--- config.mk ---
export PLATFORM = sky130hd
export DESIGN_NAME = game_flow_controller
export DESIGN_NICKNAME = d
export VERILOG_FILES = /design/src/rtl/game_flow_controller.sv
export SDC_FILE = /design/constraint.sdc
export NUM_CORES = 1
export LEC_CHECK = 0
export CAP_MARGIN = 10
export CELL_PAD_IN_SITES_DETAIL_PLACEMENT = 1
export CELL_PAD_IN_SITES_GLOBAL_PLACEMENT = 1
export CORE_MARGIN = 3
export CORE_UTILIZATION = 38
export DETAILED_ROUTE_END_ITERATION = 10
export PLACE_DENSITY_LB_ADDON = 0.2
export SYNTH_ARGS = -nofsm -noshare
export SYNTH_HDL_FRONTEND = slang
export SYNTH_SLANG_ARGS = --single-unit
export TNS_END_PERCENT = 100
--- constraint.sdc ---
create_clock -name clk -period 3.5 [get_ports clk]
set_clock_uncertainty 0.05 [all_clocks]
set_input_delay 0.35 -clock clk [delete_from_list [all_inputs] [get_ports clk]]
set_output_delay 0.35 -clock clk [all_outputs]
set_load 0.03 [all_outputs]
--- src/rtl/game_flow_controller.sv ---
// game_flow_controller: dino game sequencer.
// Runs IDLE/PLAYING/CRASH_HOLD/GAME_OVER and paces obstacles from
// the frame tick. It keeps a 4-digit BCD score and a speed level.
// Ports:
//   clk, rst       clock, synchronous active-high reset
//   i_tick         frame tick pulse (60 Hz)
//   i_start        start/restart request pulse
//   i_crash        collision level
//   o_state        0 idle, 1 playing, 2 crash hold, 3 game over
//   o_obs_step     obstacle advance pulse
//   o_step_px      pixels per step (BASE_PX + level)
//   o_level        speed level
//   o_score        BCD score
//   o_game_over_pulse  pulse on entry to crash hold
//   o_freeze       high when not playing
//   o_hiscore      BCD best score
// Optional feature macro: HISCORE_EN (best-score tracking).
module game_flow_controller #(
  parameter int SCORE_DIV  = 6,
  parameter int BASE_PX    = 1,
  parameter int MAX_LEVEL  = 4,
  parameter int HOLD_TICKS = 30
) (
  input  logic        clk,
  input  logic        rst,
  input  logic        i_tick,
  input  logic        i_start,
  input  logic        i_crash,
  output logic [1:0]  o_state,
  output logic        o_obs_step,
  output logic [3:0]  o_step_px,
  output logic [2:0]  o_level,
  output logic [15:0] o_score,
  output logic        o_game_over_pulse,
  output logic        o_freeze,
  output logic [15:0] o_hiscore
);

  typedef enum logic [1:0] {
    IDLE       = 2'd0,
    PLAYING    = 2'd1,
    CRASH_HOLD = 2'd2,
    GAME_OVER  = 2'd3
  } state_t;

  localparam logic [5:0] DIV_LAST  = 6'(SCORE_DIV - 1);
  localparam logic [7:0] HOLD_LAST = 8'(HOLD_TICKS - 1);
  localparam logic [2:0] LVL_MAX   = 3'(MAX_LEVEL);
  localparam logic [3:0] PX_BASE   = 4'(BASE_PX);

  state_t      state, state_d;
  logic [5:0]  div, div_d;
  logic [7:0]  hold, hold_d;
  logic [15:0] score_d;
  logic [2:0]  level_d;
  logic        step_d;
  logic        gop_d;

  // BCD +1 with per-digit carry; 9999 saturates.
  function automatic logic [15:0] bcd_inc(
    input logic [15:0] v
  );
    logic [15:0] r;
    logic        c;
    r = v;
    c = 1'b1;
    if (v == 16'h9999) return v;
    for (int i = 0; i < 4; i++) begin
      if (c) begin
        if (r[4*i +: 4] == 4'd9) begin
          r[4*i +: 4] = 4'd0;
        end else begin
          r[4*i +: 4] = r[4*i +: 4] + 4'd1;
          c = 1'b0;
        end
      end
    end
    return r;
  endfunction

  // State and datapath registers.
  always_ff @(posedge clk) begin
    if (rst) begin
      state             <= IDLE;
      div               <= '0;
      hold              <= '0;
      o_score           <= '0;
      o_level           <= '0;
      o_step_px         <= PX_BASE;
      o_obs_step        <= 1'b0;
      o_game_over_pulse <= 1'b0;
      o_freeze          <= 1'b1;
    end else begin
      state             <= state_d;
      div               <= div_d;
      hold              <= hold_d;
      o_score           <= score_d;
      o_level           <= level_d;
      o_step_px         <= PX_BASE + {1'b0, level_d};
      o_obs_step        <= step_d;
      o_game_over_pulse <= gop_d;
      o_freeze          <= (state_d != PLAYING);
    end
  end

  // Next state.
  always_comb begin
    state_d = state;
    unique case (state)
      IDLE, GAME_OVER: begin
        if (i_start) state_d = PLAYING;
      end
      PLAYING: begin
        if (i_crash) state_d = CRASH_HOLD;
      end
      CRASH_HOLD: begin
        if (i_tick && hold == HOLD_LAST)
          state_d = GAME_OVER;
      end
    endcase
  end

  // Next values of the registered outputs and counters.
  always_comb begin
    div_d   = div;
    hold_d  = hold;
    score_d = o_score;
    level_d = o_level;
    step_d  = 1'b0;
    gop_d   = 1'b0;
    unique case (state)
      IDLE, GAME_OVER: begin
        if (i_start) begin
          div_d   = '0;
          hold_d  = '0;
          score_d = '0;
          level_d = '0;
        end
      end
      PLAYING: begin
        // Crash beats a coincident tick.
        if (i_crash) begin
          gop_d  = 1'b1;
          hold_d = '0;
        end else if (i_tick) begin
          step_d = 1'b1;
          if (div == DIV_LAST) begin
            div_d = '0;
            if (o_score != 16'h9999) begin
              score_d = bcd_inc(o_score);
              // Crossing a multiple of 100.
              if (o_score[7:0] == 8'h99 &&
                  o_level < LVL_MAX)
                level_d = o_level + 3'd1;
            end
          end else begin
            div_d = div + 6'd1;
          end
        end
      end
      CRASH_HOLD: begin
        if (i_tick) begin
          if (hold == HOLD_LAST) hold_d = '0;
          else hold_d = hold + 8'd1;
        end
      end
    endcase
  end

  assign o_state = state;

`ifdef HISCORE_EN
  logic [15:0] hiscore;

  // Valid BCD orders the same as plain binary,
  // so a 16-bit compare is a digit-wise compare.
  always_ff @(posedge clk) begin
    if (rst) begin
      hiscore <= '0;
    end else if (state == PLAYING && i_crash &&
                 o_score > hiscore) begin
      hiscore <= o_score;
    end
  end

  assign o_hiscore = hiscore;
`else
  assign o_hiscore = 16'h0000;
`endif

endmodule

==> results of run 1 <==
==> power by group through the flow <==
stage | logic (mW) | registers [mW] | clock network [mW]
after floorplan | 0.371 | 0.578 | 0
final | 0.537 | 0.538 | 0.391
after CTS | 0.542 | 0.539 | 0.408
after detailed placement | 0.536 | 0.550 | 0
after global placement | 0.529 | 0.549 | 0
after global routing | 0.602 | 0.544 | 0.423
==> stage by stage <==
step	hold slack, ps	setup slack (ps)	util [%]	instance area (sq um)	power (mW)
6_report	473.1	800.7	47.70	2908	1.465
5_1_grt	522.2	599.7	47.70	2908	1.569
4_1_cts	478.8	772.7	47.70	2908	1.489
3_5_place_dp	454.8	820.3	45.85	2795	1.086
3_3_place_gp	441.3	870.5	45.85	2795	1.078
2_1_floorplan	421.7	815.5	-	2510	0.9496
==> state kept, by name, summed over array words and instances (netlist names), 2 cells and up <==
| signal | flops |
|---|---|
| o_step_px | 4 |
| o_state | 2 |
| o_score | 16 |
| div | 6 |
| hold | 8 |
| o_level | 3 |
==> metal layers <==
layer,vias up,track usage (%)
met4,0,5.382
li1,1055,-
met2,42,28.09
met1,1005,22.16
met5,-,0
met3,9,3.232
==> final timing paths <==
| path | start | slack, ps | endpoint | cells past startpoint |
|---|---|---|---|---|
| worst max-delay path | div[0] | 800 | o_step_px[2] | 9 |
| worst min-delay path | hold[4] | 470 | hold[4] | 2 |
| worst max register to register | div[0] | 800 | o_step_px[2] | 9 |
| worst min register to register | hold[4] | 470 | hold[4] | 2 |
==> cells by family after synthesis <==
logic type                 count (synthesis)  share of synthesized area [%]
muxes                                      5                          2.396
buffers and inverters                     37                          8.159
DFF                                       42                          34.27
and+or+nand+nor                          124                          27.79
other                                      1                         0.1528
xor gates and xnor gates                  11                          3.927
adders and majority gates                 16                          8.159
AOI/OAI and AO/OA                         51                          15.15
==> cells in the mapped netlist (3+ instances only) <==
cell type  count  area [sq um]
dfxtp_1       42         840.8
nor2_1        42         157.7
nand2_1       19         71.32
buf_4         16         120.1
ha_1          16         200.2
inv_1         13         48.80
nand4_1       11         68.82
o21ai_0       11         55.05
xor2_1         9         78.83
a211oi_1       7         52.55
nor2b_1        7         43.79
a21oi_1        6         30.03
clkbuf_1       6         22.52
nor3_1         6         30.03
a31oi_1        5         31.28
and3_1         5         31.28
nand3_1        5         25.02
nand3b_1       5         37.54
a211o_1        3         26.28
a31o_2         3         26.28
and2_1         3         18.77
and3b_1        3         26.28
mux2_2         3         33.78
==> layout make-up <==
cell class / instances / area (sq um) / area share, %
sequential: 42 / 840.8 / 28.92
clock inverter: 1 / 30.03 / 1.033
multi-input combinational: 223 / 1469 / 50.52
inverter: 13 / 48.80 / 1.678
tap: 75 / 93.84 / 3.227
clock buffer: 6 / 82.58 / 2.840
timing repair buffer: 35 / 342.8 / 11.79
==> worst max-delay path: cells and delay by family (launching register included) <==
kind / cells / cell delay (ps)
AOI/OAI and AO/OA: 1 / 230
xor gates and xnor gates: 1 / 150
adders and majority gates: 2 / 370
DFF: 1 / 400
muxes: 1 / 310
and+or+nand+nor: 4 / 1060
==> metrics.yaml, run 1 <==
layout:
  antenna_cells: 0
  layout-drive-gt1-share_pct: 8.750
  fin_cells: 395
  fill_cells: 740
  final_nets: 341
  mostFrequentLayoutCells: "nor2_1 (42), dfxtp_1 (42), clkdlybuf4s50_1 (32)"
  area_growth_pct: 18.51
critical_path:
  cp_cell_sequence: "ha_1, nor4b_4, nand4_4, or3_4, mux2_4, a22o_1, ha_1, xor2_1, nor2_1"
  cp.arrival_ps: 2830
  crit_path_top_delay_cell: "or3_4"
  slowest_delay_ps: 450
  required_ps: 3630
  crit_type: "reg -> reg"
  cp-start-kind: "flip-flop"
  cp_common_cell: "ha_1"
  crit_path_end_kind: "flip-flop"
  cp_max_fo: 8
power:
  power.internal_mw: 0.9160
  clock_power_share_pct: 26.7
  swShare_pct: 37.47
  p_seq_share_pct: 36.7
  peakVddDrop_mv: 0.2165
  power_switching_mw: 0.5488
  power_frac_comb_pct: 36.6
  power.density_nw_per_um2: 503.8
  p_leak_nw: 1.133
detailed_routing:
  top_layer_used: "met4"
  drc: 0
  routed_wl_um: 5959
  wl_per_cell_um: 15.09
  vias_per_cell: 5.344
  num_vias: 2111
  drtIter0Drc: 64
  drt_pass1_iterations: 4
  met3_length_um: 225
  drtAntennaViolNets: 0
  wl_met1_um: 2867
  wl_met2_um: 2772
cts:
  path_clk_slew_ps: 80
  cts_setup_buffers: 0
  insertion_delay_ps: 290
  clockRootBuffer: "clkbuf_8"
  cts_tree: "yes"
  cts_resized: 0
  h-tree-depth: 2
  postCtsHoldBufs: 0
  clk_path_buf_depth: 2
  numCtsBuffers: 5
  clkSinkCount: 42
global_route:
  grt_pass1_vias: 2129
  grt_first_pass_wirelength_um: 10290
  antenna_found_initial: 0
  grt_overflow: 0
  grtUsageTotal_pct: 16.94
  grt_start_max_net_pins: 25
synth:
  synth-edff-count: 0
  ys_ff_latch: 42
  synth_cell_types: 57
  ys_seq_area_share_pct: 34.27
  async_reset_ff_share_pct: 0
  avgSynthCellArea_sq_um: 8.549
  synthCells: 287
  synth_ff_type: "dfxtp_1"
  synth_warnings: 0
  syn_area_sq_um: 2454
placed_design:
  dp_cells: 388
  gp_congestion: 0.7607
  portBuffers: 32
  dp_hpwl_um: 4439
floorplanning:
  io_pins: 49
  chipHeight_um: 86.36
  die_x_um: 86.36
  fp.coreArea_sq_um: 6096
  die_area_sq_um: 7457
  placementRows: 28
  start_util_pct: 40.25
min_path:
  worst_hold_path_type: "reg -> reg"
run:
  maxCapViolCount: 0
timing:
  relSlewSlack_pct: 62.38
  worst_slew_pin_slew_ps: 561.3
  fin_crit_ps: 2699
  rsz0062_at_grt: "no"
  setup_viol: 0
  fin_setup_tns_ps: 0
  slew_violations: 0
  post-route-period-util_pct: 77.12
  finalHoldViolCount: 0
  max_freq_ghz: 0.3705
run_status:
  outcome: "completed"
Power figures use the tool's default switching activity.
==> run 2: changes to the inputs <==
- clock period: 3.5 -> 2.57 ns (I/O delays scaled with it)
==> run 2 against run 1 <==
Effect of this change:
- clock power grew 36%
- design area grew 7.1%
- non-clock buffer count grew 26
- wire length grew 14%
- global-route usage grew 2.0 points
- hold slack lost 9.8 ps
- cell count grew 6.8%
- sequential share of layout area shrank 1.8 points
- critical path depth grew 1
- critical path type unchanged
- critical endpoint unchanged
- highest routed layer unchanged
==> metrics.yaml, run 2 (synthesis gave the netlist of run 1 again) <==
run_status:
  outcome: "completed"
min_path:
  worst_hold_path_type: "reg -> reg"
  whs_path_depth: 2
critical_path:
  ff2ff_setup_slack_ps: 80
  r2r_end: "o_step_px[2]"
  crit_type: "reg -> reg"
  critPathLaunch: "div[1]"
  cp_max_fo: 4
  r2r-start: "div[1]"
  cp-start-kind: "flip-flop"
  r2r_cells: 10
  worstSetupEndpoint: "o_step_px[2]"
  required_ps: 2690
  crit_path_end_kind: "flip-flop"
  cp.arrival_ps: 2610
layout:
  final_common_cell: "nor2_1"
  top_regs: "o_score: 16 flops, hold: 8 flops, div: 6 flops"
  largest_reg_flops: 16
  mostFrequentLayoutCells: "nor2_1 (42), dfxtp_1 (39), clkdlybuf4s50_1 (32)"
  fin_util_pct: 51.11
  regArea_sq_um: 844.6
  largest-register: "o_score"
  antenna_cells: 0
  final_nets: 367
  fin_area_sq_um: 3115
  area_growth_pct: 26.98
  multiInputGateArea_sq_um: 1480
  fill_cells: 746
  layout-drive-gt1-share_pct: 17.29
detailed_routing:
  wl_per_cell_um: 16.14
  drtIter0Drc: 87
  routed_wl_um: 6812
  num_vias: 2268
  vias_per_cell: 5.374
  drtAntennaViolNets: 0
  drt_pass1_iterations: 4
  drc: 0
timing:
  holdWs_ps: 463.3
  slew_violations: 0
  fin_crit_ps: 2488
  finalWorstSetupSlack_ps: 82.06
  relSlewSlack_pct: 60.03
  finalHoldViolCount: 0
  post-route-period-util_pct: 96.81
  max_freq_ghz: 0.4019
  setup_viol: 0
  worst_slew_pin_slew_ps: 595.9
power:
  p_leak_nw: 1.257
  peakVddDrop_mv: 0.2672
  power.density_nw_per_um2: 680.2
  p_total_mw: 2.119
placed_design:
  dpl_cell_area_sq_um: 2970
  portBuffers: 32
  gp_congestion: 0.8014
  dp_hpwl_um: 5014
  dpl_worst_slack_ps: 73.29
global_route:
  met3_usage_pct: 3.517
  grtUsageMet1_pct: 24.71
  grt_overflow: 0
  antenna_found_initial: 0
  grt-busiest-layer: "met2"
  grt_start_max_net_pins: 18
  use_met2_pct: 32.06
  grt_pass1_vias: 2279
  grt_first_pass_wirelength_um: 11280
  grtUsageTotal_pct: 18.91
cts:
  clkSinkCount: 42
  clk_path_buf_depth: 2
  postCtsHoldBufs: 0
  cts_tree: "yes"
  path_clk_slew_ps: 90
  h-tree-depth: 2
  numCtsBuffers: 5
  clockRootBuffer: "clkbuf_8"
  insertion_delay_ps: 300
floorplanning:
  io_pins: 49
  chipHeight_um: 86.36
  die_x_um: 86.36
  start_util_pct: 40.25
  die_area_sq_um: 7457
  fp.coreArea_sq_um: 6096
  placementRows: 28
run:
  maxCapViolCount: 0
-- run 2: report_power, final --
part	total [mW]	switching (mW)	internal, mW
Clock	0.530	0.240	0.290
Sequential	0.737	0.0466	0.690
Combinational	0.852	0.528	0.324
Total	2.12	0.815	1.30
-- run 2: worst min path at each step --
stage / start / end / slack (ps)
2_1_floorplan: i_crash / o_game_over_pulse / 330
3_3_place_gp: hold[4] / hold[4] / 440
3_5_place_dp: hold[4] / hold[4] / 460
4_1_cts: o_score[1] / o_score[1] / 470
5_1_grt: o_score[10] / o_score[10] / 510
6_report: o_score[1] / o_score[1] / 460
-- run 2: critical path: stages, from the launching register on --
cell     delay (ps)
dfxtp_2         350
inv_1            60
ha_1            130
nor4b_4         280
nand4_4         130
or3_4           430
mux2_4          310
a22o_1          210
ha_2            180
xor2_1          160
nor2_1           60
-- run 2: area by class of cell --
cell class / instances / share of cell area [%]
tap: 75 / 3.012
multi-input combinational: 223 / 47.51
timing repair buffer: 61 / 17.27
sequential: 42 / 27.11
inverter: 13 / 1.566
clock inverter: 2 / 1.205
clock buffer: 6 / 2.329
-- run 2: what timing repair did --
item,CTS,global route
endpoints found under the setup margin,0,2
resized for setup,0,4
buffers inserted,0,3
-- run 2: stage by stage --
stage               cells  TNS (ps)
floorplan             302         0
global placement      411         0
detailed placement    411         0
CTS                   419         0
global route          422    -34.34
finish                422         0
-- run 2: per-layer routing --
metal / part of all wire [%] / wire (um) / up-vias
met4: 1.3 / 88 / 0
met1: 46 / 3157 / 1105
met2: 49 / 3333 / 46
met5: 0 / 0 / -
met3: 3.4 / 232 / 8
li1: - / - / 1109
